$ cat src/rtl/spi_master_core_pkg.sv
// Shared types and constants for the SPI master shift engine.
package spi_master_core_pkg;

  localparam int unsigned NSS_NUM_DEFAULT = 4;

  localparam logic [1:0] SPI_DTB_8  = 2'd0;
  localparam logic [1:0] SPI_DTB_16 = 2'd1;
  localparam logic [1:0] SPI_DTB_24 = 2'd2;
  localparam logic [1:0] SPI_DTB_32 = 2'd3;

  typedef enum logic [1:0] {IDLE, LEAD, SHIFT, TRAIL} spi_state_e;

  // Frame length in bits for a DTB code.
  function automatic logic [7:0] dtb_bits(input logic [1:0] dtb);
    logic [7:0] bits;
    bits = 8'd32;
    case (dtb)
      SPI_DTB_8:  bits = 8'd8;
      SPI_DTB_16: bits = 8'd16;
      SPI_DTB_24: bits = 8'd24;
      SPI_DTB_32: bits = 8'd32;
      default:    bits = 8'd32;
    endcase
    return bits;
  endfunction

endpackage

$ cat src/rtl/spi_master_core_if.sv
// SPI pin bundle between the master core and the attached slaves.
interface spi_master_core_if
  import spi_master_core_pkg::*;
#(
  parameter int unsigned NSS_NUM = NSS_NUM_DEFAULT
);
  logic               sck;
  logic [NSS_NUM-1:0] nss;
  logic               mosi;
  logic               miso;

  modport master (output sck, output nss, output mosi, input miso);
  modport slave  (input sck, input nss, input mosi, output miso);
endinterface

$ cat src/rtl/spi_master_core_clkgen.sv
// SCK half-period timer: free-running counter that pulses tick_o when it reaches div_i.
module spi_master_core_clkgen #(
  parameter int unsigned DIV_WIDTH = 16
) (
  input  logic                 clk_i,
  input  logic                 rst_i,
  input  logic                 en_i,
  input  logic                 clr_i,
  input  logic [DIV_WIDTH-1:0] div_i,
  output logic                 tick_o
);

  logic [DIV_WIDTH-1:0] cnt_q, cnt_d;

  // Equality compare, so div_i = all-ones never wraps past the terminal count.
  assign tick_o = en_i & ~clr_i & (cnt_q == div_i);

  always_comb begin
    cnt_d = cnt_q;
    if (clr_i || !en_i || tick_o) begin
      cnt_d = '0;
    end else begin
      cnt_d = cnt_q + DIV_WIDTH'(1);
    end
  end

  always_ff @(posedge clk_i or posedge rst_i) begin
    if (rst_i) begin
      cnt_q <= '0;
    end else begin
      cnt_q <= cnt_d;
    end
  end

endmodule

$ cat src/rtl/spi_master_core.sv
// SPI master shift engine: 8..32-bit frames, all CPOL/CPHA modes, MSB/LSB first, burst NSS.
module spi_master_core
  import spi_master_core_pkg::*;
#(
  parameter int unsigned NSS_NUM    = NSS_NUM_DEFAULT,
  parameter int unsigned DATA_WIDTH = 32,
  parameter int unsigned DIV_WIDTH  = 16
) (
  input  logic                  clk_i,
  input  logic                  rst_i,
  input  logic                  en_i,
  input  logic                  cpol_i,
  input  logic                  cpha_i,
  input  logic                  lsb_i,
  input  logic                  ass_i,
  input  logic [1:0]            dtb_i,
  input  logic [NSS_NUM-1:0]    nss_i,
  input  logic [DIV_WIDTH-1:0]  div_i,
  input  logic                  tx_valid_i,
  output logic                  tx_ready_o,
  input  logic [DATA_WIDTH-1:0] tx_data_i,
  output logic                  rx_valid_o,
  output logic [DATA_WIDTH-1:0] rx_data_o,
  output logic                  busy_o,
  spi_master_core_if.master     spi
);

  spi_state_e            state_q, state_d;
  logic                  sck_q, sck_d, mosi_q, mosi_d;
  logic                  cpha_q, cpha_d, lsb_q, lsb_d, ass_q, ass_d;
  logic [1:0]            dtb_q, dtb_d;
  logic [NSS_NUM-1:0]    nss_q, nss_d;
  logic [DIV_WIDTH-1:0]  div_q, div_d;
  logic [DATA_WIDTH-1:0] tx_sr_q, tx_sr_d, rx_sr_q, rx_sr_d, rx_data_q, rx_data_d;
  logic [7:0]            edge_q, edge_d;

  logic                  tick, idle, frame_done, load, last_edge, samp_edge, shift_edge;
  logic [7:0]            n_bits, ld_n;
  logic                  ld_cpha, ld_lsb, hw_sel;
  logic [DATA_WIDTH-1:0] ld_word, rx_shifted, rx_word, rx_aligned;

  function automatic logic out_bit(input logic [DATA_WIDTH-1:0] sr, input logic lsb);
    return lsb ? sr[0] : sr[DATA_WIDTH-1];
  endfunction

  function automatic logic [DATA_WIDTH-1:0] shift_sr(input logic [DATA_WIDTH-1:0] sr,
                                                     input logic lsb);
    return lsb ? (sr >> 1) : (sr << 1);
  endfunction

  spi_master_core_clkgen #(
    .DIV_WIDTH(DIV_WIDTH)
  ) u_clkgen (
    .clk_i (clk_i),
    .rst_i (rst_i),
    .en_i  (en_i & ~idle),
    .clr_i (idle),
    .div_i (div_q),
    .tick_o(tick)
  );

  assign idle       = (state_q == IDLE);
  assign n_bits     = dtb_bits(dtb_q);
  // edge_q counts completed edges; edge_q[0]==0 means the current tick is an odd edge.
  assign last_edge  = (edge_q == ((n_bits << 1) - 8'd1));
  assign samp_edge  = cpha_q ? edge_q[0] : ~edge_q[0];
  assign shift_edge = cpha_q ? ~edge_q[0] : (edge_q[0] & ~last_edge);
  assign frame_done = (state_q == SHIFT) & tick & last_edge;
  assign load       = en_i & tx_valid_i & (idle | (frame_done & ass_q));

  assign ld_cpha = idle ? cpha_i : cpha_q;
  assign ld_lsb  = idle ? lsb_i : lsb_q;
  assign ld_n    = dtb_bits(idle ? dtb_i : dtb_q);
  // MSB-first words are left-aligned so the outgoing bit is always the top bit.
  assign ld_word = ld_lsb ? tx_data_i : (tx_data_i << (8'(DATA_WIDTH) - ld_n));

  assign rx_shifted = lsb_q ? {spi.miso, rx_sr_q[DATA_WIDTH-1:1]}
                            : {rx_sr_q[DATA_WIDTH-2:0], spi.miso};
  assign rx_word    = ((state_q == SHIFT) && tick && samp_edge) ? rx_shifted : rx_sr_q;
  assign rx_aligned = lsb_q ? (rx_word >> (8'(DATA_WIDTH) - n_bits)) : rx_word;

  always_comb begin
    state_d   = state_q;
    sck_d     = sck_q;
    mosi_d    = mosi_q;
    cpha_d    = cpha_q;
    lsb_d     = lsb_q;
    ass_d     = ass_q;
    dtb_d     = dtb_q;
    nss_d     = nss_q;
    div_d     = div_q;
    tx_sr_d   = tx_sr_q;
    rx_sr_d   = rx_sr_q;
    rx_data_d = rx_data_q;
    edge_d    = edge_q;

    unique case (state_q)
      IDLE: begin
        sck_d  = cpol_i;
        edge_d = '0;
        if (load) begin
          state_d = LEAD;
          cpha_d  = cpha_i;
          lsb_d   = lsb_i;
          ass_d   = ass_i;
          dtb_d   = dtb_i;
          nss_d   = nss_i;
          div_d   = div_i;
        end
      end
      LEAD: begin
        if (tick) state_d = SHIFT;
      end
      SHIFT: begin
        if (tick) begin
          sck_d  = ~sck_q;
          edge_d = edge_q + 8'd1;
          if (samp_edge) rx_sr_d = rx_shifted;
          if (shift_edge) begin
            mosi_d  = out_bit(tx_sr_q, lsb_q);
            tx_sr_d = shift_sr(tx_sr_q, lsb_q);
          end
          if (last_edge) begin
            rx_data_d = rx_aligned;
            state_d   = load ? SHIFT : TRAIL;
          end
        end
      end
      TRAIL: begin
        if (tick) state_d = IDLE;
      end
      default: state_d = IDLE;
    endcase

    // New word: with CPHA=0 the first bit must already be on MOSI before the first edge.
    if (load) begin
      edge_d  = '0;
      rx_sr_d = '0;
      if (!ld_cpha) begin
        mosi_d  = out_bit(ld_word, ld_lsb);
        tx_sr_d = shift_sr(ld_word, ld_lsb);
      end else begin
        tx_sr_d = ld_word;
      end
    end

    if (!en_i) state_d = IDLE;
  end

  always_ff @(posedge clk_i or posedge rst_i) begin
    if (rst_i) begin
      state_q   <= IDLE;
      sck_q     <= 1'b0;
      mosi_q    <= 1'b0;
      cpha_q    <= 1'b0;
      lsb_q     <= 1'b0;
      ass_q     <= 1'b0;
      dtb_q     <= '0;
      nss_q     <= '0;
      div_q     <= '0;
      tx_sr_q   <= '0;
      rx_sr_q   <= '0;
      rx_data_q <= '0;
      edge_q    <= '0;
    end else begin
      state_q   <= state_d;
      sck_q     <= sck_d;
      mosi_q    <= mosi_d;
      cpha_q    <= cpha_d;
      lsb_q     <= lsb_d;
      ass_q     <= ass_d;
      dtb_q     <= dtb_d;
      nss_q     <= nss_d;
      div_q     <= div_d;
      tx_sr_q   <= tx_sr_d;
      rx_sr_q   <= rx_sr_d;
      rx_data_q <= rx_data_d;
      edge_q    <= edge_d;
    end
  end

  assign busy_o     = ~idle;
  assign rx_valid_o = frame_done;
  assign rx_data_o  = frame_done ? rx_aligned : rx_data_q;
  // Outputs fed straight from config inputs are forced to their reset values during rst_i.
  assign tx_ready_o = ~rst_i & en_i & (idle | frame_done);
  assign spi.sck    = ~rst_i & (idle ? cpol_i : sck_q);
  assign spi.mosi   = mosi_q;

  assign hw_sel = idle ? ass_i : ass_q;

  always_comb begin
    spi.nss = {NSS_NUM{1'b1}};
    if (!rst_i) begin
      if (!hw_sel) begin
        spi.nss = ~nss_i;
      end else if (!idle) begin
        spi.nss = ~nss_q;
      end
    end
  end

endmodule

$ cat src/flat_wrapper.sv
// flat-port wrapper written by rule: the top's interface ports become plain ports
module spi_master_core_flat import spi_master_core_pkg::*;
#(
  parameter int unsigned NSS_NUM    = NSS_NUM_DEFAULT,
  parameter int unsigned DATA_WIDTH = 32,
  parameter int unsigned DIV_WIDTH  = 16
)
  (clk_i, rst_i, en_i, cpol_i, cpha_i, lsb_i, ass_i, dtb_i, nss_i, div_i, tx_valid_i, tx_ready_o, tx_data_i, rx_valid_o, rx_data_o, busy_o, spi_sck, spi_nss, spi_mosi, spi_miso);
  spi_master_core_if #(.NSS_NUM(NSS_NUM)) spi_i ();
  input  logic clk_i;
  input  logic rst_i;
  input  logic en_i;
  input  logic cpol_i;
  input  logic cpha_i;
  input  logic lsb_i;
  input  logic ass_i;
  input  logic [1:0] dtb_i;
  input  logic [NSS_NUM-1:0] nss_i;
  input  logic [DIV_WIDTH-1:0] div_i;
  input  logic tx_valid_i;
  output logic tx_ready_o;
  input  logic [DATA_WIDTH-1:0] tx_data_i;
  output logic rx_valid_o;
  output logic [DATA_WIDTH-1:0] rx_data_o;
  output logic busy_o;
  output wire logic [$bits(spi_i.sck)-1:0] spi_sck;
  output wire logic [$bits(spi_i.nss)-1:0] spi_nss;
  output wire logic [$bits(spi_i.mosi)-1:0] spi_mosi;
  input wire logic [$bits(spi_i.miso)-1:0] spi_miso;
  assign spi_sck = spi_i.sck;
  assign spi_nss = spi_i.nss;
  assign spi_mosi = spi_i.mosi;
  assign spi_i.miso = spi_miso;
  spi_master_core #(.NSS_NUM(NSS_NUM), .DATA_WIDTH(DATA_WIDTH), .DIV_WIDTH(DIV_WIDTH)) u_core (.clk_i(clk_i), .rst_i(rst_i), .en_i(en_i), .cpol_i(cpol_i), .cpha_i(cpha_i), .lsb_i(lsb_i), .ass_i(ass_i), .dtb_i(dtb_i), .nss_i(nss_i), .div_i(div_i), .tx_valid_i(tx_valid_i), .tx_ready_o(tx_ready_o), .tx_data_i(tx_data_i), .rx_valid_o(rx_valid_o), .rx_data_o(rx_data_o), .busy_o(busy_o), .spi(spi_i));
endmodule
$ cat config.mk
export PLATFORM = sky130hd
export DESIGN_NAME = spi_master_core_flat
export DESIGN_NICKNAME = d
export VERILOG_FILES = /design/src/rtl/spi_master_core_pkg.sv /design/src/rtl/spi_master_core_if.sv /design/src/rtl/spi_master_core_clkgen.sv /design/src/rtl/spi_master_core.sv /design/src/flat_wrapper.sv
export SDC_FILE = /design/constraint.sdc
export NUM_CORES = 1
export LEC_CHECK = 0
export ABC_AREA = 1
export CAP_MARGIN = 20
export CORE_ASPECT_RATIO = 1.1
export CORE_UTILIZATION = 58
export DETAILED_ROUTE_END_ITERATION = 6
export GPL_TIMING_DRIVEN = 0
export PLACE_DENSITY = 0.81
export SETUP_SLACK_MARGIN = 0.4
export SYNTH_ARGS = -nofsm -noshare
export SYNTH_HDL_FRONTEND = slang
export SYNTH_SLANG_ARGS = --single-unit
export TNS_END_PERCENT = 10
$ cat constraint.sdc
create_clock -name clk_i -period 11.7 [get_ports clk_i]
set_input_delay 3.51 -clock clk_i [delete_from_list [all_inputs] [get_ports clk_i]]
set_output_delay 3.51 -clock clk_i [all_outputs]
set_load 0.05 [all_outputs]
==> results of run 1 <==
## layout by cell type, fill, tap and decap left out, types with 3 or more instances in the layout
cell type and instances:
sky130_fd_sc_hd__a21oi_1 99, sky130_fd_sc_hd__a31oi_1 16, sky130_fd_sc_hd__buf_1 9, sky130_fd_sc_hd__buf_12 4, sky130_fd_sc_hd__buf_2 19, sky130_fd_sc_hd__buf_4 6
sky130_fd_sc_hd__clkbuf_1 46, sky130_fd_sc_hd__clkbuf_16 17, sky130_fd_sc_hd__clkdlybuf4s50_1 103, sky130_fd_sc_hd__clkinv_8 4, sky130_fd_sc_hd__dfrtp_1 149, sky130_fd_sc_hd__ha_1 9
sky130_fd_sc_hd__inv_1 147, sky130_fd_sc_hd__inv_2 12, sky130_fd_sc_hd__inv_6 3, sky130_fd_sc_hd__inv_8 7, sky130_fd_sc_hd__nand2_1 365, sky130_fd_sc_hd__nand3_1 122
sky130_fd_sc_hd__nand4_1 33, sky130_fd_sc_hd__nor2_1 155, sky130_fd_sc_hd__nor2_4 4, sky130_fd_sc_hd__nor3_1 11, sky130_fd_sc_hd__nor3b_1 7, sky130_fd_sc_hd__o2111ai_1 15
sky130_fd_sc_hd__o211ai_1 59, sky130_fd_sc_hd__o21ai_0 96, sky130_fd_sc_hd__o21ai_1 16, sky130_fd_sc_hd__o22ai_1 10, sky130_fd_sc_hd__or2_2 16, sky130_fd_sc_hd__xor2_1 6
## path summary, 6_finish.rpt
kind                                       from  slack (ns)  depth (start not counted)              endpoint
max                                        en_i        1.34                         13         rx_data_o[14]
min                        u_core.rx_data_q[25]        0.48                          2  u_core.rx_data_q[25]
max reg2reg                     u_core.dtb_q[0]        8.44                         16     u_core.tx_sr_q[0]
min reg2reg                u_core.rx_data_q[25]        0.48                          2  u_core.rx_data_q[25]
max in group asynchronous                 rst_i        7.31                          4     u_core.rx_sr_q[3]
min in group asynchronous                 rst_i        3.51                          2       u_core.div_q[4]
## final cells by class
type                       count  area, um2  share of cell area [%]
buffer                        80      346.6                   2.944
clock buffer                  17      425.4                   3.613
clock inverter                15      177.7                   1.509
inverter                     163      616.8                   5.239
multi-input combinational   1053       5112                   43.42
sequential                   149       3729                   31.67
tap                          204      255.2                   2.168
timing repair buffer         107       1111                   9.437
## critical path, stage by stage
cell and delay [ns]:
sky130_fd_sc_hd__clkdlybuf4s50_1 0.57, sky130_fd_sc_hd__inv_1 0.06, sky130_fd_sc_hd__nor2_1 0.18, sky130_fd_sc_hd__inv_1 0.11
sky130_fd_sc_hd__nor2_4 0.26, sky130_fd_sc_hd__nand2_4 0.15, sky130_fd_sc_hd__nor2_8 0.22, sky130_fd_sc_hd__o21ai_2 0.15
sky130_fd_sc_hd__clkbuf_1 0.30, sky130_fd_sc_hd__a21oi_1 0.34, sky130_fd_sc_hd__a21oi_1 0.11, sky130_fd_sc_hd__nand2_1 0.09
sky130_fd_sc_hd__clkdlybuf4s50_1 0.79
## per-layer routing
metal | up-vias | track usage [%]
li1 | 5064 | -
met1 | 4888 | 48.36
met5 | - | 0
met2 | 612 | 62.40
met4 | 0 | 21.18
met3 | 142 | 5.379
## report_power, final
part	total (mW)	internal (mW)	switching [mW]
Sequential	0.691	0.619	0.0720
Combinational	1.55	0.454	1.09
Clock	0.561	0.290	0.271
## cell families after synthesis
logic type,after synthesis
AO/OA/AOI/OAI,317
buffers and inverters,243
XOR/XNOR,6
adder cells (fa/ha/maj),9
flip-flops,149
multiplexers,1
AND/OR/NAND/NOR,720
## per-stage QoR
step / power [mW] / TNS, ns / utilization (%) / area (um2) / setup WS [ns]
floorplan: 1.744 / 0 / - / 9804 / 1.479
global placement: 2.171 / -0.05943 / 67.50 / 11090 / -0.03773
detailed placement: 2.190 / 0 / 67.99 / 11170 / 1.425
CTS: 2.751 / 0 / 71.66 / 11770 / 1.419
global route: 2.966 / 0 / 71.66 / 11770 / 1.178
finish: 2.801 / 0 / 71.66 / 11770 / 1.342
## state kept, by name (all words and copies together) (netlist names)
signal                 count
u_core.ass_q               1
u_core.cpha_q              1
u_core.div_q              16
u_core.dtb_q               2
u_core.edge_q              8
u_core.lsb_q               1
u_core.nss_q               4
u_core.rx_data_q          32
u_core.rx_sr_q            32
u_core.sck_q               1
u_core.spi.mosi            1
u_core.state_q             2
u_core.tx_sr_q            32
u_core.u_clkgen.cnt_q     16
==> impl_metrics.prom, run 1 <==
# TYPE chip_impl_metric gauge
chip_impl_info{name="timing.critical_path.from_type",value="input pin"} 1
chip_impl_metric{name="mappedNetlistArea",unit="um2"} 9801
chip_impl_metric{name="cts_made_buffers",unit=""} 17
chip_impl_metric{name="antenna_found_initial",unit=""} 0
chip_impl_metric{name="worst-endpoint-arrival",unit="ns"} 6.85
chip_impl_metric{name="detail_route.iter0.violations",unit=""} 1098
chip_impl_info{name="synth-main-ff-cell",value="sky130_fd_sc_hd__dfrtp_1"} 1
chip_impl_metric{name="grt_start_max_net_pins",unit=""} 42
chip_impl_metric{name="cellLeakagePower",unit="nW"} 5.619
chip_impl_metric{name="antenna_cells",unit=""} 0
chip_impl_metric{name="synthAdderAreaFrac",unit="%"} 1.149
chip_impl_metric{name="io_buffer_count",unit=""} 103
chip_impl_metric{name="globalRouteTotalUtil",unit="%"} 38.04
chip_impl_metric{name="worst_ir_drop_vdd",unit="V"} 0.0001353
chip_impl_metric{name="cap_viol_max_count",unit=""} 0
chip_impl_metric{name="max-clock-path-buffers",unit=""} 2
chip_impl_info{name="tritoncts",value="built"} 1
chip_impl_metric{name="synthesis.area_per_instance",unit="um2"} 6.782
chip_impl_info{name="synth_common_cells",value="sky130_fd_sc_hd__nand2_1 (365), sky130_fd_sc_hd__nor2_1 (155), sky130_fd_sc_hd__dfrtp_1 (149), sky130_fd_sc_hd__inv_1 (148), sky130_fd_sc_hd__nand3_1 (122)"} 1
chip_impl_metric{name="timing.final.crit_period",unit="ns"} 10.36
chip_impl_metric{name="finalHoldViolCount",unit=""} 0
chip_impl_info{name="topRoutingLayerUsed",value="met4"} 1
chip_impl_metric{name="postRouteAntennaNets",unit=""} 0
chip_impl_metric{name="post-dp-hpwl",unit="um"} 24490
chip_impl_metric{name="synth_enable_flop_cells",unit=""} 0
chip_impl_metric{name="die-height",unit="um"} 138.3
chip_impl_metric{name="vias_in_the_first_global_route",unit=""} 10230
chip_impl_metric{name="design.portCount",unit=""} 104
chip_impl_metric{name="final_nets",unit=""} 1643
chip_impl_metric{name="final_number_of_max_transition_violations",unit=""} 0
chip_impl_metric{name="highest_clock_rate",unit="GHz"} 0.09654
chip_impl_metric{name="cts_hold_repair.buffers",unit=""} 0
chip_impl_metric{name="final_layout_size_suffix_gt1_share",unit="%"} 6.313
chip_impl_metric{name="place.gp.congestion",unit=""} 0.9462
chip_impl_info{name="rsz0062_at_grt",value="false"} 1
chip_impl_metric{name="row_count",unit=""} 49
chip_impl_info{name="synthDominantAreaCellType",value="sky130_fd_sc_hd__dfrtp_1"} 1
chip_impl_metric{name="syn-num-nets",unit=""} 1517
chip_impl_metric{name="synthXorXnorAreaFrac",unit="%"} 0.5362
chip_impl_info{name="clock-root-buffer",value="sky130_fd_sc_hd__clkbuf_16"} 1
chip_impl_metric{name="instances_no_fill",unit=""} 1788
chip_impl_metric{name="skew",unit="ns"} 0.01360
chip_impl_metric{name="power-per-cell-area",unit="nW/um2"} 237.9
chip_impl_info{name="main_combinational_cell_family_by_area_after_synthesis",value="simple AND/OR/NAND/NOR gates"} 1
chip_impl_metric{name="cts.sink_count",unit=""} 149
chip_impl_metric{name="worstMarginPinSlew",unit="ns"} 0.8861
chip_impl_info{name="violations",value="DRC"} 1
chip_impl_metric{name="vias",unit=""} 10710
chip_impl_metric{name="synthArstFlopShare",unit="%"} 100.0
chip_impl_metric{name="detail_route.wirelength",unit="um"} 32390
chip_impl_metric{name="design.core.area",unit="um2"} 16430
chip_impl_metric{name="synth_mux_area_share",unit="%"} 0.1021
chip_impl_metric{name="synth.yosys.seq_area_share",unit="%"} 38.04
chip_impl_metric{name="drc",unit=""} 2
chip_impl_metric{name="yosysUniqueCellTypes",unit=""} 36
chip_impl_metric{name="fin_crit_sh",unit="%"} 88.53
chip_impl_metric{name="fp.dieArea",unit="um2"} 17420
chip_impl_metric{name="cts.clk_slew.worst_paths",unit="ns"} 0.07
chip_impl_info{name="synth_top_cells_by_area",value="sky130_fd_sc_hd__dfrtp_1 (38%), sky130_fd_sc_hd__nand2_1 (14%), sky130_fd_sc_hd__nand3_1 (6.2%)"} 1
chip_impl_metric{name="yosys.area_share.simple",unit="%"} 31.58
chip_impl_metric{name="wire_length_of_the_first_global_routing_pass",unit="um"} 52010
chip_impl_metric{name="filler_cell_count_in_the_final_layout",unit=""} 1379
chip_impl_metric{name="via_per_inst",unit=""} 5.988
chip_impl_metric{name="start_util",unit="%"} 59.65
chip_impl_metric{name="cts.repair.resized",unit=""} 0
chip_impl_metric{name="ys_ff_latch",unit=""} 149
chip_impl_metric{name="post_cts.repair.setup_buffers",unit=""} 0
chip_impl_metric{name="cts-htree-levels",unit=""} 4
chip_impl_metric{name="grt_remaining_overflow",unit=""} 0
chip_impl_metric{name="synth.top_cell.area_share",unit="%"} 38.04
chip_impl_metric{name="slew_headroom",unit="%"} 40.53
chip_impl_metric{name="wire_length_on_met1",unit="um"} 13020
chip_impl_metric{name="synth_compound_area_share",unit="%"} 18.79
chip_impl_metric{name="chipWidth",unit="um"} 125.9
chip_impl_metric{name="area_growth",unit="%"} 20.13
chip_impl_info{name="worst_min_delay_path_class",value="flop to flop"} 1
chip_impl_info{name="result_of_the_run",value="complete, but fails checks"} 1
chip_impl_info{name="endpoint_kind",value="output port"} 1
chip_impl_metric{name="count_of_yosys_warnings_during_synthesis",unit=""} 0
chip_impl_metric{name="wl_per_cell",unit="um"} 18.12
chip_impl_metric{name="worstPathMaxFanout",unit=""} 10
chip_impl_info{name="most_repeated_cell_in_the_gate_level_netlist_after_synthesis",value="sky130_fd_sc_hd__nand2_1"} 1
chip_impl_metric{name="dr_wl_met3",unit="um"} 2418
chip_impl_metric{name="timing.final.setup_violations",unit=""} 0
chip_impl_metric{name="dr_wl_met2",unit="um"} 15200
chip_impl_metric{name="synthesis.instances",unit=""} 1445
chip_impl_metric{name="clk-insertion-delay-late",unit="ns"} 0.45
chip_impl_info{name="criticalPathCategory",value="input pin to output port"} 1
chip_impl_metric{name="post-place-cells",unit=""} 1756
chip_impl_metric{name="hold_ws",unit="ns"} 0.4764
chip_impl_metric{name="drt_first_pass_iters",unit=""} 7
chip_impl_metric{name="critPathRequiredTime",unit="ns"} 8.19
Power figures use the tool's default switching activity.
==> inputs of run 2 (changes only) <==
- CAP_MARGIN: 20 -> default
- CORE_ASPECT_RATIO: 1.1 -> default
- REMOVE_ABC_BUFFERS: default -> 1
==> run 2 against run 1 <==
Net effect:
- the flow now finishes without violations
- first-iteration DRC count increased by 8.4%
- fmax down 5.5%
- worst setup slack worse by 0.61 ns
- global-route usage decreased by 6.1 points
- highest routed layer unchanged
==> impl_metrics.prom, run 2 (synthesized netlist as in run 1, its figures left out) <==
# TYPE chip_impl_metric gauge
chip_impl_info{name="result_of_the_run",value="finished, final reports clean"} 1
chip_impl_metric{name="r2r.worst_path.cells",unit=""} 14
chip_impl_metric{name="drc",unit=""} 0
chip_impl_metric{name="fp.dieArea",unit="um2"} 17420
chip_impl_metric{name="finalHoldViolCount",unit=""} 0
chip_impl_metric{name="globalRouteTotalUtil",unit="%"} 31.95
chip_impl_info{name="rsz0062_at_grt",value="false"} 1
chip_impl_info{name="tritoncts",value="built"} 1
chip_impl_metric{name="post_cts.repair.setup_buffers",unit=""} 0
chip_impl_info{name="worst_min_delay_path_class",value="flop to flop"} 1
chip_impl_info{name="endpoint_kind",value="output port"} 1
chip_impl_metric{name="io_buffer_count",unit=""} 103
chip_impl_info{name="critical_path_top_delay_cell",value="sky130_fd_sc_hd__clkdlybuf4s50_1"} 1
chip_impl_metric{name="row_count",unit=""} 47
chip_impl_metric{name="cellLeakagePower",unit="nW"} 5.449
chip_impl_metric{name="placed_area",unit="um2"} 10930
chip_impl_info{name="layout.cells.most_common_list",value="sky130_fd_sc_hd__nand2_1 (365), sky130_fd_sc_hd__nor2_1 (153), sky130_fd_sc_hd__dfrtp_1 (148)"} 1
chip_impl_metric{name="max-clock-path-buffers",unit=""} 2
chip_impl_metric{name="worst_path_largest_cell_delay",unit="ns"} 0.79
chip_impl_metric{name="cts-htree-levels",unit=""} 4
chip_impl_info{name="timing.critical_path.cells",value="clkdlybuf4s50_1, inv_1, nor2_1, inv_1, nor2_4, nand2_4, nor2_8, o21ai_2, a21oi_1, a21oi_1, nand2_1, clkdlybuf4s50_1"} 1
chip_impl_metric{name="sequentialPowerShare",unit="%"} 27.8
chip_impl_metric{name="final_nets",unit=""} 1568
chip_impl_metric{name="switching_power",unit="mW"} 1.294
chip_impl_metric{name="power.share.clock",unit="%"} 19.5
chip_impl_metric{name="start_util",unit="%"} 59.31
chip_impl_metric{name="grt_start_max_net_pins",unit=""} 90
chip_impl_metric{name="wl_per_cell",unit="um"} 16.04
chip_impl_metric{name="die-height",unit="um"} 132.0
chip_impl_metric{name="via_per_inst",unit=""} 5.828
chip_impl_metric{name="clk-insertion-delay-late",unit="ns"} 0.43
chip_impl_metric{name="critPathRequiredTime",unit="ns"} 8.19
chip_impl_metric{name="worst-endpoint-arrival",unit="ns"} 7.45
chip_impl_info{name="end_point_of_the_worst_hold_path",value="u_core.rx_data_q[2]"} 1
chip_impl_metric{name="setup.reg_to_reg.worst_slack",unit="ns"} 7.21
chip_impl_metric{name="worstPathMaxFanout",unit=""} 24
chip_impl_metric{name="post-place-cells",unit=""} 1695
chip_impl_metric{name="design.core.area",unit="um2"} 16520
chip_impl_metric{name="timing.final.setup_violations",unit=""} 0
chip_impl_metric{name="hold_depth",unit=""} 2
chip_impl_info{name="reg2reg_from",value="u_core.dtb_q[0]"} 1
chip_impl_metric{name="utilization",unit="%"} 69.64
chip_impl_metric{name="grt_remaining_overflow",unit=""} 0
chip_impl_metric{name="slew_headroom",unit="%"} 22.02
chip_impl_info{name="timing.critical_path.from_type",value="input pin"} 1
chip_impl_metric{name="chipWidth",unit="um"} 132.0
chip_impl_metric{name="design.portCount",unit=""} 104
chip_impl_metric{name="cp.buffers_inverters",unit=""} 4
chip_impl_metric{name="p_sw_share",unit="%"} 48.56
chip_impl_metric{name="timing.final.crit_period",unit="ns"} 10.96
chip_impl_metric{name="final_number_of_max_transition_violations",unit=""} 0
chip_impl_metric{name="cts.clk_slew.worst_paths",unit="ns"} 0.05
chip_impl_metric{name="detail_route.iter0.violations",unit=""} 1190
chip_impl_metric{name="p_int",unit="mW"} 1.371
chip_impl_metric{name="vias",unit=""} 10070
chip_impl_metric{name="antenna_found_initial",unit=""} 0
chip_impl_metric{name="final_layout_size_suffix_gt1_share",unit="%"} 5.707
chip_impl_metric{name="power-per-cell-area",unit="nW/um2"} 231.6
chip_impl_metric{name="vias_in_the_first_global_route",unit=""} 9131
chip_impl_metric{name="post-route-cell-area",unit="um2"} 11510
chip_impl_metric{name="power.share.combinational",unit="%"} 52.7
chip_impl_metric{name="wire_length_of_the_first_global_routing_pass",unit="um"} 44940
chip_impl_metric{name="worstMarginPinSlew",unit="ns"} 1.168
chip_impl_metric{name="post-dp-hpwl",unit="um"} 18230
chip_impl_metric{name="cts.sink_count",unit=""} 149
chip_impl_metric{name="cap_viol_max_count",unit=""} 0
chip_impl_metric{name="fin_crit_sh",unit="%"} 93.71
chip_impl_metric{name="cts_hold_repair.buffers",unit=""} 0
chip_impl_info{name="worst_r2r_endpoint",value="u_core.tx_sr_q[19]"} 1
chip_impl_info{name="worst_path_dominant_cell_family",value="buffers and inverters"} 1
chip_impl_metric{name="highest_clock_rate",unit="GHz"} 0.09120
chip_impl_metric{name="place.gp.congestion",unit=""} 0.9834
chip_impl_metric{name="hold_ws",unit="ns"} 0.4714
chip_impl_metric{name="postRouteAntennaNets",unit=""} 0
chip_impl_metric{name="area_growth",unit="%"} 17.43
chip_impl_metric{name="cts_made_buffers",unit=""} 17
chip_impl_metric{name="instances_no_fill",unit=""} 1727
chip_impl_info{name="largestRegisters",value="u_core.rx_data_q (32), u_core.rx_sr_q (32), u_core.tx_sr_q (32)"} 1
chip_impl_info{name="criticalPathCategory",value="input pin to output port"} 1
chip_impl_metric{name="antenna_cells",unit=""} 0
chip_impl_metric{name="detail_route.wirelength",unit="um"} 27710
chip_impl_info{name="clock-root-buffer",value="sky130_fd_sc_hd__clkbuf_16"} 1
chip_impl_metric{name="drt_first_pass_iters",unit=""} 5
chip_impl_info{name="startpoint_of_the_most_critical_hold_path",value="u_core.rx_data_q[2]"} 1
chip_impl_metric{name="worst_ir_drop_vdd",unit="V"} 0.0002572
chip_impl_metric{name="skew",unit="ns"} 0.008147
chip_impl_info{name="layout_commonest_cell",value="sky130_fd_sc_hd__nand2_1"} 1
chip_impl_metric{name="filler_cell_count_in_the_final_layout",unit=""} 1384
-- run 2: cell types whose count changed in the layout (fill, tap and decap cells not counted), moves of 4 or more --
cell and delta:
sky130_fd_sc_hd__clkinv_8 -4, sky130_fd_sc_hd__buf_1 -9, sky130_fd_sc_hd__inv_8 -7, sky130_fd_sc_hd__buf_2 -19, sky130_fd_sc_hd__clkbuf_1 -44, sky130_fd_sc_hd__buf_4 -6
-- run 2: power groups by stage --
stage / combinational [mW] / sequential (mW) / clock, mW
after floorplan: 0.981 / 0.712 / 0
final: 1.40 / 0.740 / 0.521
after detailed placement: 1.37 / 0.743 / 0
after global routing: 1.56 / 0.754 / 0.541
after global placement: 1.32 / 0.737 / 0
after CTS: 1.38 / 0.736 / 0.522
-- run 2: tightest hold or removal path, stage by stage (launching register included) --
cell                      delay [ns]
sky130_fd_sc_hd__dfrtp_1        0.32
sky130_fd_sc_hd__nand2_1        0.06
sky130_fd_sc_hd__nand2_1        0.06
-- run 2: how the worst max path moves through the flow --
stage | depth (start not counted) | slack, ns | end | startpoint
6_report | 12 | 0.74 | rx_data_o[12] | en_i
5_1_grt | 12 | 0.44 | rx_data_o[11] | en_i
4_1_cts | 14 | 0.43 | rx_data_o[4] | en_i
3_5_place_dp | 14 | -0.03 | rx_data_o[4] | en_i
3_3_place_gp | 5 | -1.85 | spi_sck | rst_i
2_1_floorplan | 2 | 0.25 | spi_nss[0] | rst_i
-- run 2: layout make-up --
type / count / area (um2) / area share [%]
repair buffers: 110 / 1162 / 10.10
well taps: 220 / 275.3 / 2.392
clock inverters: 8 / 77.57 / 0.6741
inverters: 163 / 618.1 / 5.371
flip-flops and latches: 149 / 3732 / 32.43
clock buffers: 22 / 474.2 / 4.120
multi-input cells: 1055 / 5169 / 44.91
-- run 2: metrics by stage --
stage           TNS, ns  power (mW)  setup slack [ns]
6_report              0       2.665            0.7356
3_3_place_gp     -6.562       2.055            -1.845
3_5_place_dp   -0.02793       2.111          -0.02793
5_1_grt               0       2.851            0.4374
2_1_floorplan         0       1.693            0.2546
4_1_cts               0       2.635            0.4285
-- run 2: routing by layer --
metal	GRT usage [%]	vias to the layer above	wire length [um]
met5	0	-	0
met4	8.979	0	567
met3	4.614	48	1911
met2	51.70	440	13020
met1	44.83	4659	12200
li1	-	4918	-
-- run 2: repair_timing --
item | in CTS | in global routing
endpoints found under the setup margin | 32 | 33
pin swaps | 0 | 2
resized for setup | 1 | 1
endpoints found under the hold margin | 0 | 0
cloned | 0 | 2
==> inputs of run 3 (changes only) <==
- ABC_AREA: 1 -> default
- PLACE_DENSITY: 0.81 -> 0.82
- RECOVER_POWER: default -> 25
==> run 3 against run 2 <==
Net effect:
- the flow now finishes with violations (capacitance limit, slew limit)
- global-route usage is 3.3 points lower
- combinational power decreased by 14%
- critical path depth is 4 lower
- die area shrank 1.0%
- non-clock buffer count down 1
- core utilization rose by 1.0 points
- sequential cell count is the same
- critical endpoint is now rx_data_o[6]
- critical path type unchanged
- final area fell by 1.1%
- final cell count decreased by 20%
- first-iteration DRC count is 34% lower
- via count shrank 15%
- register-to-register slack improved by 0.38 ns
==> impl_metrics.prom, run 3 <==
# TYPE chip_impl_metric gauge
chip_impl_metric{name="grt_start_max_net_pins",unit=""} 89
chip_impl_info{name="clock-root-buffer",value="sky130_fd_sc_hd__clkbuf_16"} 1
chip_impl_info{name="layout_commonest_cell",value="sky130_fd_sc_hd__dfrtp_1"} 1
chip_impl_metric{name="wire_length_of_the_first_global_routing_pass",unit="um"} 40230
chip_impl_info{name="tritoncts",value="built"} 1
chip_impl_metric{name="instances_no_fill",unit=""} 1388
chip_impl_metric{name="total_power_of_the_final_layout",unit="mW"} 2.462
chip_impl_metric{name="cellLeakagePower",unit="nW"} 4.744
chip_impl_metric{name="setup_tns",unit="ns"} 0
chip_impl_metric{name="detail_route.wirelength",unit="um"} 24340
chip_impl_info{name="synth_common_cells",value="sky130_fd_sc_hd__dfrtp_1 (149), sky130_fd_sc_hd__nor2_1 (118), sky130_fd_sc_hd__nand2_1 (100), sky130_fd_sc_hd__o21ai_0 (97), sky130_fd_sc_hd__nand3_1 (82)"} 1
chip_impl_metric{name="timing.final.crit_period",unit="ns"} 10.98
chip_impl_metric{name="drc",unit=""} 0
chip_impl_info{name="worst_path_dominant_cell_family",value="simple AND/OR/NAND/NOR gates"} 1
chip_impl_metric{name="highest_clock_rate",unit="GHz"} 0.09111
chip_impl_metric{name="synthesis.instances",unit=""} 1116
chip_impl_info{name="timing.critical_path.to",value="rx_data_o[6]"} 1
chip_impl_metric{name="mappedNetlistArea",unit="um2"} 9698
chip_impl_info{name="cp-startpoint",value="en_i"} 1
chip_impl_metric{name="worstMarginPinSlew",unit="ns"} 4.479
chip_impl_info{name="worst_r2r_endpoint",value="u_core.tx_sr_q[24]"} 1
chip_impl_metric{name="yosysUniqueCellTypes",unit=""} 56
chip_impl_metric{name="worst-endpoint-arrival",unit="ns"} 7.47
chip_impl_metric{name="max-clock-path-buffers",unit=""} 2
chip_impl_metric{name="final_number_of_max_transition_violations",unit=""} 85
chip_impl_metric{name="setup.reg_to_reg.worst_slack",unit="ns"} 7.59
chip_impl_metric{name="row_count",unit=""} 46
chip_impl_metric{name="drt_first_pass_iters",unit=""} 6
chip_impl_metric{name="postRouteAntennaNets",unit=""} 0
chip_impl_info{name="timing.critical_path.from_type",value="input pin"} 1
chip_impl_info{name="synth-main-ff-cell",value="sky130_fd_sc_hd__dfrtp_1"} 1
chip_impl_metric{name="detail_route.iter0.violations",unit=""} 781
chip_impl_metric{name="via_per_inst",unit=""} 6.178
chip_impl_metric{name="chipWidth",unit="um"} 131.3
chip_impl_metric{name="final_layout_size_suffix_gt1_share",unit="%"} 11.09
chip_impl_metric{name="worstPathMaxFanout",unit=""} 25
chip_impl_metric{name="fp.dieArea",unit="um2"} 17240
chip_impl_info{name="largestRegisters",value="u_core.rx_data_q (32), u_core.rx_sr_q (32), u_core.tx_sr_q (32)"} 1
chip_impl_metric{name="fin_crit_sh",unit="%"} 93.81
chip_impl_metric{name="design.core.area",unit="um2"} 16120
chip_impl_metric{name="synth_enable_flop_cells",unit=""} 0
chip_impl_metric{name="io_buffer_count",unit=""} 103
chip_impl_metric{name="finalHoldViolCount",unit=""} 0
chip_impl_metric{name="timing.final.ws_setup",unit="ns"} 0.7238
chip_impl_metric{name="post-place-cells",unit=""} 1357
chip_impl_metric{name="synthArstFlopShare",unit="%"} 100.0
chip_impl_metric{name="regArea",unit="um2"} 3732
chip_impl_metric{name="worst_ir_drop_vdd",unit="V"} 0.0001603
chip_impl_metric{name="multi_input_comb_area",unit="um2"} 5598
chip_impl_metric{name="p_int",unit="mW"} 1.425
chip_impl_metric{name="grt_remaining_overflow",unit=""} 0
chip_impl_metric{name="switching_power",unit="mW"} 1.037
chip_impl_metric{name="design.portCount",unit=""} 104
chip_impl_info{name="result_of_the_run",value="complete, but fails checks"} 1
chip_impl_metric{name="power.share.clock",unit="%"} 21.8
chip_impl_metric{name="globalRouteTotalUtil",unit="%"} 28.64
chip_impl_metric{name="cap_viol_max_count",unit=""} 1
chip_impl_metric{name="hold_ws",unit="ns"} 0.4715
chip_impl_info{name="criticalPathCategory",value="input pin to output port"} 1
chip_impl_info{name="synthDominantAreaCellType",value="sky130_fd_sc_hd__dfrtp_1"} 1
chip_impl_info{name="synth_top_cells_by_area",value="sky130_fd_sc_hd__dfrtp_1 (38%), sky130_fd_sc_hd__mux2i_1 (8.4%), sky130_fd_sc_hd__mux2_2 (6.9%)"} 1
chip_impl_metric{name="cts-htree-levels",unit=""} 4
chip_impl_metric{name="synthesis.area_per_instance",unit="um2"} 8.690
chip_impl_metric{name="synth.yosys.seq_area_share",unit="%"} 38.45
chip_impl_metric{name="r2r.worst_path.cells",unit=""} 8
chip_impl_metric{name="count_of_yosys_warnings_during_synthesis",unit=""} 0
chip_impl_info{name="worst_min_delay_path_class",value="flop to flop"} 1
chip_impl_metric{name="skew",unit="ns"} 0.01220
chip_impl_metric{name="synth.top_cell.area_share",unit="%"} 38.45
chip_impl_metric{name="antenna_found_initial",unit=""} 0
chip_impl_metric{name="worst-path-stages",unit=""} 8
chip_impl_metric{name="antenna_cells",unit=""} 0
chip_impl_metric{name="post-route-cell-area",unit="um2"} 11380
chip_impl_metric{name="power-per-cell-area",unit="nW/um2"} 216.2
chip_impl_metric{name="critPathRequiredTime",unit="ns"} 8.19
chip_impl_metric{name="post-dp-hpwl",unit="um"} 16110
chip_impl_metric{name="wl_per_cell",unit="um"} 17.54
chip_impl_metric{name="vias_in_the_first_global_route",unit=""} 8215
chip_impl_metric{name="place.gp.congestion",unit=""} 0.9041
chip_impl_metric{name="utilization",unit="%"} 70.64
chip_impl_info{name="critical-path-top-cell-by-count",value="sky130_fd_sc_hd__clkdlybuf4s50_1"} 1
chip_impl_metric{name="vias",unit=""} 8575
chip_impl_metric{name="p_sw_share",unit="%"} 42.13
chip_impl_metric{name="power.share.combinational",unit="%"} 48.7
chip_impl_metric{name="post_placement_setup_slack",unit="ns"} 0.4134
chip_impl_metric{name="final_nets",unit=""} 1232
chip_impl_metric{name="cts.sink_count",unit=""} 149
chip_impl_info{name="critical_path_top_delay_cell",value="sky130_fd_sc_hd__clkdlybuf4s50_1"} 1
chip_impl_metric{name="clk-insertion-delay-late",unit="ns"} 0.43
chip_impl_info{name="timing.critical_path.cells",value="clkdlybuf4s50_1, nor2b_1, and3_2, nand2_1, nor2_1, a211oi_1, o31ai_1, clkdlybuf4s50_1"} 1
chip_impl_info{name="violations",value="capacitance limit, slew limit"} 1
chip_impl_metric{name="cts.clk_slew.worst_paths",unit="ns"} 0.06
chip_impl_metric{name="sequentialPowerShare",unit="%"} 29.5
chip_impl_metric{name="cts_made_buffers",unit=""} 17
chip_impl_info{name="rsz0062_at_grt",value="false"} 1
chip_impl_info{name="layout.cells.most_common_list",value="sky130_fd_sc_hd__dfrtp_1 (148), sky130_fd_sc_hd__nor2_1 (118), sky130_fd_sc_hd__clkdlybuf4s50_1 (102)"} 1
chip_impl_metric{name="start_util",unit="%"} 60.18
chip_impl_metric{name="area_growth",unit="%"} 17.39
chip_impl_info{name="reg2reg_from",value="u_core.u_clkgen.cnt_q[9]"} 1
chip_impl_metric{name="ys_ff_latch",unit=""} 149
chip_impl_info{name="endpoint_kind",value="output port"} 1
chip_impl_metric{name="die-height",unit="um"} 131.3
chip_impl_metric{name="timing.final.setup_violations",unit=""} 0
chip_impl_info{name="most_repeated_cell_in_the_gate_level_netlist_after_synthesis",value="sky130_fd_sc_hd__dfrtp_1"} 1
chip_impl_metric{name="slew_headroom",unit="%"} -198.6
chip_impl_metric{name="worst_path_largest_cell_delay",unit="ns"} 0.86
chip_impl_metric{name="filler_cell_count_in_the_final_layout",unit=""} 1256
chip_impl_metric{name="cp.buffers_inverters",unit=""} 2
chip_impl_metric{name="placed_area",unit="um2"} 10840
[run 3: worst reg2reg max path: cells and delay by family (launching register included)]
family                 cells  cell delay [ns]
AO/OA/AOI/OAI              2             0.51
AND/OR/NAND/NOR            4             2.55
XOR/XNOR                   1             0.18
flip-flops                 1             0.45
buffers and inverters      1             0.32
[run 3: worst min-delay path by stage]
stage | from | to | slack, ns | cells after the start
after detailed placement | u_core.rx_data_q[26] | u_core.rx_data_q[26] | 0.46 | 2
after global placement | u_core.rx_data_q[19] | u_core.rx_data_q[19] | 0.45 | 2
after global routing | u_core.rx_data_q[30] | u_core.rx_data_q[30] | 0.49 | 2
after CTS | u_core.rx_data_q[26] | u_core.rx_data_q[26] | 0.47 | 2
after floorplan | u_core.rx_data_q[16] | u_core.rx_data_q[16] | 0.44 | 2
final | u_core.rx_data_q[31] | u_core.rx_data_q[31] | 0.47 | 2
[run 3: final cells by class]
type,instances,area share [%]
Inverter,17,0.6045
Tap cell,216,2.374
Clock inverter,12,1.143
Sequential cell,149,32.78
Clock buffer,19,3.803
Multi-Input combinational cell,866,49.17
Timing Repair Buffer,109,10.12
[run 3: what timing repair did]
item | in CTS | in global routing
gates resized for setup | 1 | 0
setup buffers | 0 | 0
setup endpoints to repair | 1 | 0
hold buffers | 0 | 0
[run 3: metal layers]
layer / vias up / routed length (um) / GRT usage, %
met2: 359 / 11630 / 46.37
li1: 4093 / - / -
met4: 0 / 734 / 11.37
met3: 57 / 1598 / 5.170
met1: 4066 / 10380 / 38.11
met5: - / 0 / 0
[run 3: logic make-up after synthesis]
family                     Yosys count  share of synthesized area, %
buffers and inverters              101                         4.619
xor gates and xnor gates            30                         2.709
adders and majority gates            9                         1.161
and+or+nand+nor                    389                         18.63
DFF                                149                         38.45
AOI/OAI and AO/OA                  295                         18.53
muxes                              143                         15.91
[run 3: power by group through the flow]
stage | sequential [mW] | combinational (mW) | clock [mW]
floorplan | 0.736 | 0.855 | 0
global placement | 0.764 | 1.09 | 0
detailed placement | 0.731 | 1.18 | 0
CTS | 0.724 | 1.19 | 0.539
global route | 0.737 | 1.31 | 0.559
finish | 0.726 | 1.20 | 0.536
==> RTL change 1: new RTL, config.mk and constraints of run 1 <==
`DATA_WIDTH` is set to 32 in 2 places; all go to 48.
--- a/src/rtl/spi_master_core.sv
+++ b/src/rtl/spi_master_core.sv
@@ -3,7 +3,7 @@
   import spi_master_core_pkg::*;
 #(
   parameter int unsigned NSS_NUM    = NSS_NUM_DEFAULT,
-  parameter int unsigned DATA_WIDTH = 32,
+  parameter int unsigned DATA_WIDTH = 48,
   parameter int unsigned DIV_WIDTH  = 16
 ) (
   input  logic                  clk_i,
--- a/src/flat_wrapper.sv
+++ b/src/flat_wrapper.sv
@@ -2,7 +2,7 @@
 module spi_master_core_flat import spi_master_core_pkg::*;
 #(
   parameter int unsigned NSS_NUM    = NSS_NUM_DEFAULT,
-  parameter int unsigned DATA_WIDTH = 32,
+  parameter int unsigned DATA_WIDTH = 48,
   parameter int unsigned DIV_WIDTH  = 16
 )
   (clk_i, rst_i, en_i, cpol_i, cpha_i, lsb_i, ass_i, dtb_i, nss_i, div_i, tx_valid_i, tx_ready_o, tx_data_i, rx_valid_o, rx_data_o, busy_o, spi_sck, spi_nss, spi_mosi, spi_miso);
Interface: changed (resized rx_data_o and tx_data_i); port bits go from 104 to 136. The function was not compared with the original's and may differ.
==> RTL change 1 against run 1 <==
  * The flow still finishes with violations (DRC)
  * Core utilization decreased by 1.6 points
  * Die area rose by 39%
  * Area after synthesis is 39% higher
  * Final cell count up 42%
  * Worst setup slack worse by 0.47 ns
  * Routed wire length rose by 66%
  * Critical path type unchanged
  * Highest routed layer unchanged
  * Sequential share of layout area fell by 1.1 points
  * Power grew 37%
  * Sequential cell count up 48
  * Synthesized cell count increased by 42%
  * Design area is 37% higher
  * Largest power group unchanged
  * Largest cell class unchanged
==> RTL change 1: results (changes against run 1) <==
detailed_routing:
  vias_per_cell: 6.31  # was 5.99
  met3_length_mm: 5.24  # was 2.42 mm
  drc_errors: 2  # unchanged
  route.met2.wl_mm: 25.2  # was 15.2 mm
power_and_ir_drop:
  powerSeq_uw: 907  # was 691 uW
  ir_drop_v: 0.000150  # was 0.000135 V
  p_leak_uw: 0.00776  # was 0.00562 uW
sta:
  clock_skew_ns: 0.0185  # was 0.0136 ns
  whs_ns: 0.497  # was 0.476 ns
status:
  outcome: "complete, but fails checks"  # unchanged
  violations: "DRC"  # unchanged
place:
  dp_hpwl_mm: 41.7  # was 24.5 mm
  place_area_um2: 15500  # was 11200 um^2
grt:
  grt.met3_usage: 0.0997  # was 0.0538
  met1_usage: 0.514  # was 0.484
  grt_pass1_wl_mm: 83.3  # was 52.0 mm
  grt_max_degree: 41  # was 42
  grt_use_met2: 0.749  # was 0.624
  grt_pass1_vias: 15600  # was 10200
critical_path:
  reg2reg_depth: 15  # was 16
  reg2reg_to: "u_core.rx_data_q[0]"  # was u_core.tx_sr_q[0]
yosys:
  ys_types: 50  # was 36
  synth_compound_area_frac: 0.197  # was 0.188
final_layout:
  largestRegisters: "u_core.rx_data_q x48, u_core.rx_sr_q x48, u_core.tx_sr_q x48"  # was u_core.rx_data_q x32, u_core.rx_sr_q x32, u_core.tx_sr_q x32
  drive_gt1_frac: 0.0609  # was 0.0631
clock_tree:
  path_clk_slew_ns: 0.09  # was 0.07 ns
## RTL change 1: cell types whose count changed in the layout (fill, tap and decap cells not counted), sizes merged, moves of 18 or more
cell / before / now
nand4: 34 / 16
nand2: 367 / 549
o21ai: 113 / 195
clkbuf: 63 / 81
nor2: 160 / 219
dfrtp: 149 / 197
a31oi: 16 / 54
inv: 169 / 248
o221ai: 2 / 25
nor3: 11 / 39
nand3: 122 / 172
clkdlybuf4s50: 103 / 135
o211ai: 59 / 20
buf: 38 / 69
## RTL change 1: layout make-up
type,instances,area (um^2),share of cell area
sequential,197,4930,0.306
multi-input combinational,1494,7250,0.450
inverter,242,912,0.0566
tap,300,375,0.0233
clock inverter,14,168,0.0104
clock buffer,18,439,0.0272
timing repair buffer,142,1490,0.0922
buffer,125,561,0.0348
==> RTL change 2: new RTL, config.mk and constraints of run 1 <==
Without the edit above. Encoding of `spi_state_e`: now Gray code (2 bits for 4 states).
--- a/src/rtl/spi_master_core_pkg.sv
+++ b/src/rtl/spi_master_core_pkg.sv
@@ -8,7 +8,7 @@
   localparam logic [1:0] SPI_DTB_24 = 2'd2;
   localparam logic [1:0] SPI_DTB_32 = 2'd3;
 
-  typedef enum logic [1:0] {IDLE, LEAD, SHIFT, TRAIL} spi_state_e;
+  typedef enum logic [1:0] {IDLE = 2'b00, LEAD = 2'b01, SHIFT = 2'b11, TRAIL = 2'b10} spi_state_e;
 
   // Frame length in bits for a DTB code.
   function automatic logic [7:0] dtb_bits(input logic [1:0] dtb);
Behaviour: same outputs for any inputs over 4 cycles, from zero or initial values and one cycle with rst_i high; so few cycles prove little.
==> RTL change 2 against run 1 <==
  * Worst hold slack got worse by 0.0022 ns
  * Power decreased by 5.8%
  * Routed wire length decreased by 5.2%
  * Critical path type unchanged
  * Area after synthesis increased by 1.4%
  * Maximum frequency decreased by 0.71%
  * Design area increased by 0.86%
  * Worst setup slack got worse by 0.074 ns
  * Sequential cell count unchanged
==> RTL change 2: results (changes against run 1) <==
detailed_routing:
  drt_iter0_drc: 890  # was 1098
  drt_wl_total_mm: 30.7  # was 32.4 mm
  vias: 10600  # was 10700
  firstDrtPassIters: 5  # was 7
min_path:
  holdCritStartpoint: "u_core.rx_data_q[2]"  # was u_core.rx_data_q[25]
  hp-class: "flip-flop to flip-flop"  # unchanged
final_layout:
  nets: 1690  # was 1643
  num-fill-cells: 1383  # was 1379
  drive_gt1_frac: 0.0850  # was 0.0631
grt:
  grt_pass1_vias: 10300  # was 10200
  grt_max_degree: 44  # was 42
  antenna_found_initial: 0  # unchanged
  grt_pass1_wl_mm: 50.3  # was 52.0 mm
  grt_usage: 0.362  # was 0.380
status:
  outcome: "finished clean"  # was complete, but fails checks
power_and_ir_drop:
  p_leak_uw: 0.00624  # was 0.00562 uW
  ir_drop_v: 0.000136  # was 0.000135 V
  p_int_uw: 1350  # was 1360 uW
critical_path:
  crit_fanout: 10  # unchanged
  crit_start: "en_i"  # unchanged
  critPathMaxStageDelay_ns: 0.84  # was 0.79 ns
  arrival_ns: 6.92  # was 6.85 ns
clock_tree:
  cts_resized: 0  # unchanged
  cts_max_level: 4  # unchanged
  clk_path_buf_depth: 2  # unchanged
  path_clk_slew_ns: 0.06
place:
  io_buffer_count: 103  # unchanged
  place_area_um2: 11300  # was 11200 um^2
  gp_congestion: 0.946  # about the same
  dp_hpwl_mm: 23.5  # was 24.5 mm
yosys:
  ys_async_sr_fraction: 1.00  # unchanged
  ys_types: 42  # was 36
  synth_nets: 1564  # was 1517
  ys_seq_area_frac: 0.375  # was 0.380
  synth_area_leaders: "dfrtp_1, nand2_1, nand3_1"  # unchanged
  ys_top_cells_by_count: "nand2_1, dfrtp_1, inv_1, nand3_1, o21ai_0"  # was nand2_1, nor2_1, dfrtp_1, inv_1, nand3_1
sta:
  clock_skew_ns: 0.00928  # was 0.0136 ns
  relSlewSlack: 0.339  # was 0.405
[RTL change 2: cell types whose count changed after synthesis, sizes merged, moves of 8 or more]
cell and change:
a22oi +9, o211ai -31, o2111ai +9, a21oi -45, nor2 -77, o22ai -8
or2 +10, nand3 -8, and2 +9, nand2 +186
[RTL change 2: logic make-up (layout without fill, tap and decap cells)]
| kind of cell | after synthesis | count (layout) | share of synthesized area |
|---|---|---|---|
| AND/OR/NAND/NOR | 836 | 836 | 0.362 |
| AO/OA/AOI/OAI | 260 | 260 | 0.154 |
| buffers and inverters | 244 | 382 | 0.0999 |
| flip-flops | 149 | 149 | 0.375 |
| adder cells (fa/ha/maj) | 4 | 4 | 0.00504 |
| XOR/XNOR | 4 | 4 | 0.00353 |
[RTL change 2: stage by stage]
stage / setup WS [ns] / cells / utilization / hold WS [ns]
3_5_place_dp: 1.36 / 1808 / 0.683 / 0.462
3_3_place_gp: -0.0123 / 1804 / 0.678 / 0.456
4_1_cts: 1.34 / 1839 / 0.717 / 0.480
6_report: 1.27 / 1839 / 0.717 / 0.474
5_1_grt: 1.04 / 1839 / 0.717 / 0.504
2_1_floorplan: 1.48 / 1497 / - / 0.444
[RTL change 2: worst paths after layout]
kind / slack, ns / end / cells past startpoint
max in group asynchronous: 7.55 / u_core.tx_sr_q[23] / 4
min reg2reg: 0.47 / u_core.rx_data_q[2] / 2
max reg2reg: 8.68 / u_core.rx_data_q[0] / 16
min: 0.47 / u_core.rx_data_q[2] / 2
min in group asynchronous: 3.39 / u_core.nss_q[3] / 2
max: 1.27 / rx_data_o[9] / 12
[RTL change 2: worst register-to-register path: stages, from the launching register on]
cell     delay, ns
dfrtp_1       0.39
inv_1         0.13
ha_1          0.27
nor2_4        0.28
nand2_1       0.10
inv_2         0.09
nor2_4        0.08
nand2_1       0.08
nand2_1       0.08
nor2_2        0.20
inv_1         0.11
nor2_1        0.50
buf_2         0.32
o21ai_0       0.13
inv_1         0.09
nand2_1       0.06
nand2_1       0.05
[RTL change 2: power by group through the flow]
stage	combinational, uW	sequential (uW)	clock, uW
6_report	1390	706	540
3_5_place_dp	1350	710	0
4_1_cts	1360	703	541
5_1_grt	1540	719	562
3_3_place_gp	1340	707	0
2_1_floorplan	973	693	0
[RTL change 2: per-layer routing]
layer  routed length, um  track usage
met5                   0            0
met2               14300        0.598
met1               12500        0.447
met3                2420       0.0750
met4                1460        0.192
[RTL change 2: cell type report]
class	count	area (um^2)	share of cell area
Inverter	165	626	0.0527
Tap cell	204	255	0.0215
Sequential cell	149	3730	0.314
Clock buffer	17	425	0.0358
Buffer	79	370	0.0312
Clock inverter	14	144	0.0121
Timing Repair Buffer	107	1110	0.0936
Multi-Input combinational cell	1104	5220	0.439
